===== config.mk =====
export PLATFORM = sky130hd
export DESIGN_NAME = cover_art_loader_flat
export DESIGN_NICKNAME = d
export VERILOG_FILES = /design/src/rtl/cover_art_loader_if.sv /design/src/rtl/cover_art_loader.sv /design/src/flat_wrapper.sv
export SDC_FILE = /design/constraint.sdc
export NUM_CORES = 1
export LEC_CHECK = 0
export BUFFER_PORTS_ARGS = -buffer_cell sky130_fd_sc_hd__buf_4
export CAP_MARGIN = 20
export CELL_PAD_IN_SITES_DETAIL_PLACEMENT = 0
export CELL_PAD_IN_SITES_GLOBAL_PLACEMENT = 1
export CORE_MARGIN = 2
export CORE_UTILIZATION = 44
export CTS_CLUSTER_DIAMETER = 40
export DETAILED_ROUTE_END_ITERATION = 7
export PLACE_DENSITY_LB_ADDON = 0.1
export SLEW_MARGIN = 30
export SYNTH_ARGS = -nofsm -noshare
export SYNTH_HDL_FRONTEND = slang
export SYNTH_SLANG_ARGS = --single-unit

===== constraint.sdc =====
create_clock -name CLOCK -period 3.2 [get_ports CLOCK]
set_input_delay 0.8 -clock CLOCK [delete_from_list [all_inputs] [get_ports CLOCK]]
set_output_delay 0.8 -clock CLOCK [all_outputs]
set_load 0.005 [all_outputs]

===== src/rtl/cover_art_loader_if.sv =====
// Byte-stream in / pixel-write out bundle for cover_art_loader.
// The loader connects through the slave modport; the stream source and memory side use master.
interface cover_art_loader_if #(
    parameter int ADDR_W = 17
);
    logic              Start;
    logic [7:0]        InByte;
    logic              InValid;
    logic              InReady;
    logic [ADDR_W-1:0] WrAddr;
    logic [3:0]        WrData;
    logic              WrEn;
    logic              WrBank;
    logic              Busy;
    logic              Done;
    logic              Error;

    modport master (
        output Start, InByte, InValid,
        input  InReady, WrAddr, WrData, WrEn, WrBank, Busy, Done, Error
    );

    modport slave (
        input  Start, InByte, InValid,
        output InReady, WrAddr, WrData, WrEn, WrBank, Busy, Done, Error
    );
endinterface


===== src/rtl/cover_art_loader.sv =====
// Unpacks a header-tagged byte stream into 4-bit pixels, two pixel writes per byte.
// Optional trailing checksum byte when CHECKSUM_EN is defined.
module cover_art_loader #(
    parameter int NUM_PIXELS = 90000,
    parameter int ADDR_W     = 17
) (
    input logic               CLOCK,
    input logic               RESET_N,
    cover_art_loader_if.slave bus
);
    localparam logic [2:0] IDLE = 3'd0;
    localparam logic [2:0] HDR  = 3'd1;
    localparam logic [2:0] HI   = 3'd2;
    localparam logic [2:0] LO   = 3'd3;
`ifdef CHECKSUM_EN
    localparam logic [2:0] CHK  = 3'd4;
`endif
    localparam logic [2:0] FIN  = 3'd5;

    // Pointer value while writing the final pixel pair.
    localparam logic [ADDR_W-1:0] LAST_PAIR = ADDR_W'(NUM_PIXELS - 2);

    logic [2:0]        state_reg;
    logic [2:0]        state_next;
    logic [ADDR_W-1:0] ptr_reg;
    logic [ADDR_W-1:0] wr_addr_reg;
    logic [3:0]        wr_data_reg;
    logic [3:0]        lo_nib_reg;
    logic              wr_en_reg;
    logic              wr_bank_reg;
    logic              error_reg;
    logic              in_ready;
    logic              accept;
    logic              hdr_ok;
    logic              last_pair;
`ifdef CHECKSUM_EN
    logic [7:0]        csum_reg;
`endif

    always_comb begin
        in_ready = 1'b0;
        case (state_reg)
            HDR, HI: in_ready = 1'b1;
`ifdef CHECKSUM_EN
            CHK:     in_ready = 1'b1;
`endif
            default: in_ready = 1'b0;
        endcase
        accept    = in_ready & bus.InValid;
        hdr_ok    = (bus.InByte[7:1] == 7'b1010000);
        last_pair = (ptr_reg == LAST_PAIR);

        state_next = state_reg;
        case (state_reg)
            IDLE: if (bus.Start) state_next = HDR;
            HDR:  if (accept) state_next = hdr_ok ? HI : IDLE;
            HI:   if (accept) state_next = LO;
`ifdef CHECKSUM_EN
            LO:   state_next = last_pair ? CHK : HI;
            CHK:  if (accept) state_next = (bus.InByte == csum_reg) ? FIN : IDLE;
`else
            LO:   state_next = last_pair ? FIN : HI;
`endif
            FIN:  state_next = IDLE;
            default: state_next = IDLE;
        endcase
    end

    always_ff @(posedge CLOCK) begin
        if (!RESET_N) begin
            state_reg   <= IDLE;
            ptr_reg     <= '0;
            wr_addr_reg <= '0;
            wr_data_reg <= '0;
            lo_nib_reg  <= '0;
            wr_en_reg   <= 1'b0;
            wr_bank_reg <= 1'b0;
            error_reg   <= 1'b0;
`ifdef CHECKSUM_EN
            csum_reg    <= '0;
`endif
        end else begin
            state_reg <= state_next;
            wr_en_reg <= 1'b0;
            case (state_reg)
                IDLE: begin
                    if (bus.Start) begin
                        error_reg <= 1'b0;
                        ptr_reg   <= '0;
`ifdef CHECKSUM_EN
                        csum_reg  <= '0;
`endif
                    end
                end
                HDR: begin
                    if (accept) begin
                        if (hdr_ok) wr_bank_reg <= bus.InByte[0];
                        else        error_reg   <= 1'b1;
                    end
                end
                HI: begin
                    if (accept) begin
                        wr_en_reg   <= 1'b1;
                        wr_data_reg <= bus.InByte[7:4];
                        wr_addr_reg <= ptr_reg;
                        lo_nib_reg  <= bus.InByte[3:0];
`ifdef CHECKSUM_EN
                        csum_reg    <= csum_reg + bus.InByte;
`endif
                    end
                end
                LO: begin
                    wr_en_reg   <= 1'b1;
                    wr_data_reg <= lo_nib_reg;
                    wr_addr_reg <= ptr_reg + ADDR_W'(1);
                    // Wrap to zero after the last pair so the pointer never leaves the bank.
                    ptr_reg     <= last_pair ? '0 : ptr_reg + ADDR_W'(2);
                end
`ifdef CHECKSUM_EN
                CHK: begin
                    if (accept && (bus.InByte != csum_reg)) error_reg <= 1'b1;
                end
`endif
                default: ;
            endcase
        end
    end

    assign bus.InReady = in_ready;
    assign bus.WrAddr  = wr_addr_reg;
    assign bus.WrData  = wr_data_reg;
    assign bus.WrEn    = wr_en_reg;
    assign bus.WrBank  = wr_bank_reg;
    assign bus.Busy    = (state_reg != IDLE);
    assign bus.Done    = (state_reg == FIN);
    assign bus.Error   = error_reg;
endmodule


===== src/flat_wrapper.sv =====
// flat-port wrapper written by rule: the top's interface ports become plain ports
module cover_art_loader_flat 
#(
    parameter int NUM_PIXELS = 90000,
    parameter int ADDR_W     = 17
)
  (CLOCK, RESET_N, bus_Start, bus_InByte, bus_InValid, bus_InReady, bus_WrAddr, bus_WrData, bus_WrEn, bus_WrBank, bus_Busy, bus_Done, bus_Error);
  cover_art_loader_if #(.ADDR_W(ADDR_W)) bus_i ();
  input logic CLOCK;
  input logic RESET_N;
  input wire logic [$bits(bus_i.Start)-1:0] bus_Start;
  input wire logic [$bits(bus_i.InByte)-1:0] bus_InByte;
  input wire logic [$bits(bus_i.InValid)-1:0] bus_InValid;
  output wire logic [$bits(bus_i.InReady)-1:0] bus_InReady;
  output wire logic [$bits(bus_i.WrAddr)-1:0] bus_WrAddr;
  output wire logic [$bits(bus_i.WrData)-1:0] bus_WrData;
  output wire logic [$bits(bus_i.WrEn)-1:0] bus_WrEn;
  output wire logic [$bits(bus_i.WrBank)-1:0] bus_WrBank;
  output wire logic [$bits(bus_i.Busy)-1:0] bus_Busy;
  output wire logic [$bits(bus_i.Done)-1:0] bus_Done;
  output wire logic [$bits(bus_i.Error)-1:0] bus_Error;
  assign bus_i.Start = bus_Start;
  assign bus_i.InByte = bus_InByte;
  assign bus_i.InValid = bus_InValid;
  assign bus_InReady = bus_i.InReady;
  assign bus_WrAddr = bus_i.WrAddr;
  assign bus_WrData = bus_i.WrData;
  assign bus_WrEn = bus_i.WrEn;
  assign bus_WrBank = bus_i.WrBank;
  assign bus_Busy = bus_i.Busy;
  assign bus_Done = bus_i.Done;
  assign bus_Error = bus_i.Error;
  cover_art_loader #(.NUM_PIXELS(NUM_PIXELS), .ADDR_W(ADDR_W)) u_core (.CLOCK(CLOCK), .RESET_N(RESET_N), .bus(bus_i));
endmodule

Word-level counts from Yosys, hierarchy flattened
Index checks and enable logic that the tools add are counted.

storage, ports and cells
  output and inout port bits = 27
  bits in registers = 48
  logic and storage cells = 53

operators by class
  bitwise gates (word level) = 1
  reductions and logical operators = 12
  mux-type cells = 20
  equality and inequality tests = 10
  $add $sub $neg = 2

operators by type and width
  cell                   number
  $pmux 17 s2            2
  $mux 17                3
  $add 17x1->17 const B  1
  $add 17x2->17 const B  1
  $eq 17x17->1 const B   1
  $mux 3                 4
  $pmux 3 s4             1
  $pmux 4 s2             1
  $eq 7x7->1 const B     1
  $eq 3x2->1 const B     2
  $reduce_and 2->1       3
  $reduce_and 3->1       2
  $reduce_bool 2->1      3
  $mux 1                 5
  $mux 4                 1
  $ne 2x1->1 const B     2
  $ne 2x2->1 const B     2
  $pmux 1 s2             2
  $reduce_and 4->1       1
  $eq 3x1->1 const B     1
  $eq 3x3->1 const B     1
  $logic_not 3->1        1
  $reduce_bool 3->1      1
  $mux 2                 1
  other kinds (2)        2

Longest topological paths before layout
  word-level depth = 6
  mapped depth = 8
  mapped depth without buffers = 6

Worst setup path before layout
No wires, ideal clock.

  path type = input-to-reg
  start point = in bus_InByte[4]
  end point = reg u_core.state_reg[1]
  path buffers = 0
  required time = 3.126 ns
  stages = 5
  arrival time = 1.787 ns
  path slack = 1.338 ns
  cells stage by stage = nor4bb_1 nand2_1 or2_1 a211o_1 a31oi_1

on the way
  cells in the longest elaborated chain, start to end = 4

RTL lines
  what                    line                    RTL
  start: declaration      flat_wrapper.sv:12      input wire logic [$bits(bus_i.InByte)-1:0] bus_InByte;
  $eq 7x7->1              cover_art_loader.sv:50  hdr_ok = (bus.InByte[7:1] == 7'b1010000);
  $mux 2                  cover_art_loader.sv:56  HDR: if (accept) state_next = hdr_ok ? HI : IDLE;
  $mux 3                  cover_art_loader.sv:56
  $pmux 3 s4              cover_art_loader.sv:54  case (state_reg)
  end signal: assignment  cover_art_loader.sv:83  state_reg <= state_next;
  end: declaration        cover_art_loader.sv:23  logic [2:0] state_reg;

No other way between the ends. The select of a mux whose other input is x is not followed.
A chain may end at the register's enable or synchronous reset.

Final worst setup path
  start point = reg u_core.state_reg[1]
  end point = reg u_core.wr_addr_reg[4] (netlist: u_core.bus.WrAddr[4])

on the way
  cells in the longest elaborated chain, start to end = 6
  elaborated cells on any way between the ends = 10
  those cells by class = 4 x eq/ne; 2 x mux; 1 x bitwise; 3 x reduce/logical

RTL lines
  what                                             line                                            RTL
  $eq 3x1->1 / $eq 3x2->1 (equally long branches)  cover_art_loader.sv:42, cover_art_loader.sv:85
  $reduce_or 2->1                                  cover_art_loader.sv:42                          case (state_reg)
  $mux 1                                           cover_art_loader.sv:42
  $and 1x1->1                                      cover_art_loader.sv:49                          accept = in_ready & bus.InValid;
  $ne 2x1->1 (no source line)                      -
  $reduce_and 2->1 (no source line)                -
  end signal: assignment                           cover_art_loader.sv:105                         wr_addr_reg <= ptr_reg;
  end signal: assignment                           cover_art_loader.sv:115                         wr_addr_reg <= ptr_reg + ADDR_W'(1);
  end: declaration                                 cover_art_loader.sv:26                          logic [ADDR_W-1:0] wr_addr_reg;

Several ways; a longest one is shown, not always the timed one.

==> out/metrics.cfg <==
[outcome]
status = completed

[clock_tree]
clk_path_buf_depth = 2
postCtsResizedCells = 0
clk_pin_slew_worst_paths_ns = 0.09
number_of_buffers_inserted_by_post_cts_setup_repair = 0
ctsRootBufferMaster = sky130_fd_sc_hd__clkbuf_8
cts-hold-fix-buffers = 0
clk-insertion-delay-late_ns = 0.30
cts_tree = done
cts_num_sinks = 47
cts_max_level = 2
cts_made_buffers = 5

[synthesis]
synth.cell_area_um2 = 2130
ys_top_cells_by_area = sky130_fd_sc_hd__dfxtp_1, sky130_fd_sc_hd__nand2_1, sky130_fd_sc_hd__a21oi_1
synth.most_common_cell = sky130_fd_sc_hd__nand2_1
synth.cells.most_frequent = sky130_fd_sc_hd__nand2_1, sky130_fd_sc_hd__dfxtp_1, sky130_fd_sc_hd__a21oi_1, sky130_fd_sc_hd__nor2_1, sky130_fd_sc_hd__mux2i_1
netlist_instances = 250
mean_cell_area_of_the_mapped_netlist_um2 = 8.54
synth_seq_cells = 47
ys_warn_count = 0
synth.lib_cells_used.distinct = 48
synth_edf_count = 0
synth-seq-area-share = 0.441
ys.flop_type = sky130_fd_sc_hd__dfxtp_1
synth_largest_type_area_fraction = 0.441
synth_top_cell_by_area = sky130_fd_sc_hd__dfxtp_1
synth-async-reset-ratio = 0
syn_nets = 263

[die]
chipHeight_um = 73.7
coreArea_um2 = 4690
effective_utilization_at_floorplan = 0.455
die-width_um = 73.7
top_level_ports = 39
std_cell_rows = 25
die_footprint_um2 = 5420

[global_routing]
grt_max_degree = 32
grt_first_pass_wirelength_um = 7660
grt_antenna_before_repair = 0
grt_usage = 0.184
globalRoute.totalOverflow = 0
grt_pass1_vias = 1630

[timing]
final-setup-viol-count = 0
number_of_hold_violations_in_the_final_report = 0
fmaxAchievable_mhz = 467
final.setup.tns_ns = 0
setup_repair_after_global_routing_missed_its_margin = no
fin_skew_ns = 0.00573
period_needed_ns = 2.14
slew_viol_final = 0
timing_worst_slew_pin_value_ns = 0.605
slew_headroom = 0.596
timing.final.crit_share = 0.670

[critical_path]
crit_path_cell_trace = nor2b_1 > and3b_1 > or2_1 > nand2_1 > a21oi_1
cp-end-kind = register
critical_path_class = reg2reg
worst_setup_path_start_kind = register
dominant_delay_contributor_by_cell_family_on_the_critical_path = simple AND/OR/NAND/NOR gates
crit_path_top_delay_cell = sky130_fd_sc_hd__and3b_1
cp_data_required_time_ns = 3.43
worst_ep_arrival_time_ns = 2.38
regToRegSetupSlack_ns = 1.06
critical_path_buf_inv_count = 0
delay_of_the_slowest_critical_path_stage_ns = 0.57
critical_path_peak_fanout = 16

[pwr]
power_per_cell_area_nw_per_um2 = 396
p_switching_mw = 0.224
p_total_mw = 0.979
comb_power_share = 0.042
internal_power_mw = 0.755
power.share.sequential = 0.602
max-vdd-ir-drop_mv = 0.181
clock_power_share = 0.357
netSwitchingFraction = 0.229
leakage_nw = 0.950

[layout]
num_antenna_cells = 0
area_delta_synth_final_pct = 15.8
layout-drive-gt1-share = 0.196
number_of_nets_in_the_finished_design = 294
largest_register_ff_count = 17
design_area_um2 = 2470

[flow_run]
maxCapViolations = 0

[place]
place_hpwl_um = 3340
post_dp_cell_area_um2 = 2390
io_buffers = 38
gp_routability_congestion = 0.846

[drt]
drt_iter0_markers = 128
wl_per_cell_um = 14.0
drc_errors = 0
drt-vias-per-instance = 5.43
route.vias.total = 1818
first_pass_iters = 4
finalWirelength_um = 4690
antenna_left = 0

[worst_hold_path]
hold_path_class = reg2reg

==> final timing paths <==
check	start	to	cells past startpoint
min	u_core.bus.WrAddr[11]	u_core.bus.WrAddr[11]	2
min reg2reg	u_core.bus.WrAddr[11]	u_core.bus.WrAddr[11]	2
max reg2reg	u_core.state_reg[1]	u_core.bus.WrAddr[4]	5
max	u_core.state_reg[1]	u_core.bus.WrAddr[4]	5
==> cell type report <==
class                           count  area [um2]
Fill cell                         461        2220
Multi-Input combinational cell    182        1070
Sequential cell                    47         941
Timing Repair Buffer               39         293
Clock buffer                        5        68.8
Tap cell                           54        67.6
Inverter                            6        22.5
Clock inverter                      2        13.8
==> cell families after synthesis <==
family | count (synthesis) | synth area share
mux | 12 | 0.0569
xor+xnor | 3 | 0.0123
fa+ha+maj | 1 | 0.00586
compound gates | 46 | 0.139
buf+inv | 21 | 0.0598
simple gates | 120 | 0.285
flops | 47 | 0.441
==> cell usage in the layout, fill, tap and decap left out, types with 2 or more instances in the layout <==
cell type | synthesis | final
sky130_fd_sc_hd__a211oi_1 | 5 | 5
sky130_fd_sc_hd__a21oi_1 | 23 | 23
sky130_fd_sc_hd__a221o_1 | 2 | 2
sky130_fd_sc_hd__a22o_1 | 3 | 3
sky130_fd_sc_hd__a31oi_1 | 7 | 7
sky130_fd_sc_hd__and2_1 | 2 | 2
sky130_fd_sc_hd__and3_1 | 5 | 5
sky130_fd_sc_hd__and3b_1 | 2 | 2
sky130_fd_sc_hd__buf_4 | 3 | 39
sky130_fd_sc_hd__clkbuf_8 | 0 | 5
sky130_fd_sc_hd__dfxtp_1 | 47 | 47
sky130_fd_sc_hd__inv_1 | 6 | 6
sky130_fd_sc_hd__mux2i_1 | 11 | 11
sky130_fd_sc_hd__nand2_1 | 51 | 51
sky130_fd_sc_hd__nand2b_1 | 2 | 2
sky130_fd_sc_hd__nand3_1 | 10 | 10
sky130_fd_sc_hd__nand4_1 | 3 | 3
sky130_fd_sc_hd__nand4b_1 | 2 | 2
sky130_fd_sc_hd__nor2_1 | 18 | 18
sky130_fd_sc_hd__nor2b_1 | 2 | 2
sky130_fd_sc_hd__nor3_1 | 5 | 5
sky130_fd_sc_hd__nor4_1 | 2 | 2
sky130_fd_sc_hd__o21ai_0 | 2 | 2
sky130_fd_sc_hd__or2_1 | 3 | 3
sky130_fd_sc_hd__xor2_1 | 2 | 2
==> worst register-to-register path, cell delays in order (launching register included) <==
cell and delay [ns]:
sky130_fd_sc_hd__dfxtp_1 0.51, sky130_fd_sc_hd__nor2b_1 0.20, sky130_fd_sc_hd__and3b_1 0.57, sky130_fd_sc_hd__or2_1 0.51
sky130_fd_sc_hd__nand2_1 0.13, sky130_fd_sc_hd__a21oi_1 0.16
==> layer usage <==
metal | track usage | vias up | part of all wire
met5 | 0 | - | 0
met4 | 0.0606 | 0 | 0.015
met3 | 0.0617 | 5 | 0.057
met2 | 0.296 | 43 | 0.46
met1 | 0.233 | 838 | 0.46
li1 | - | 932 | -
==> metrics by stage <==
step / utilization / cells / worst slack [ns] / hold slack [ns]
finish: 0.527 / 335 / 1.06 / 0.455
global placement: 0.509 / 328 / 0.875 / 0.442
floorplan: - / 250 / 1.34 / 0.448
detailed placement: 0.509 / 328 / 0.836 / 0.443
global route: 0.527 / 335 / 0.823 / 0.476
CTS: 0.527 / 335 / 1.00 / 0.456
==> power by group through the flow <==
stage | combinational, mW | sequential, mW | clock (mW)
finish | 0.0407 | 0.589 | 0.349
global route | 0.0454 | 0.590 | 0.388
CTS | 0.0411 | 0.589 | 0.364
detailed placement | 0.0410 | 0.603 | 0
global placement | 0.0412 | 0.603 | 0
floorplan | 0.0225 | 0.601 | 0
Power figures use the tool's default switching activity.
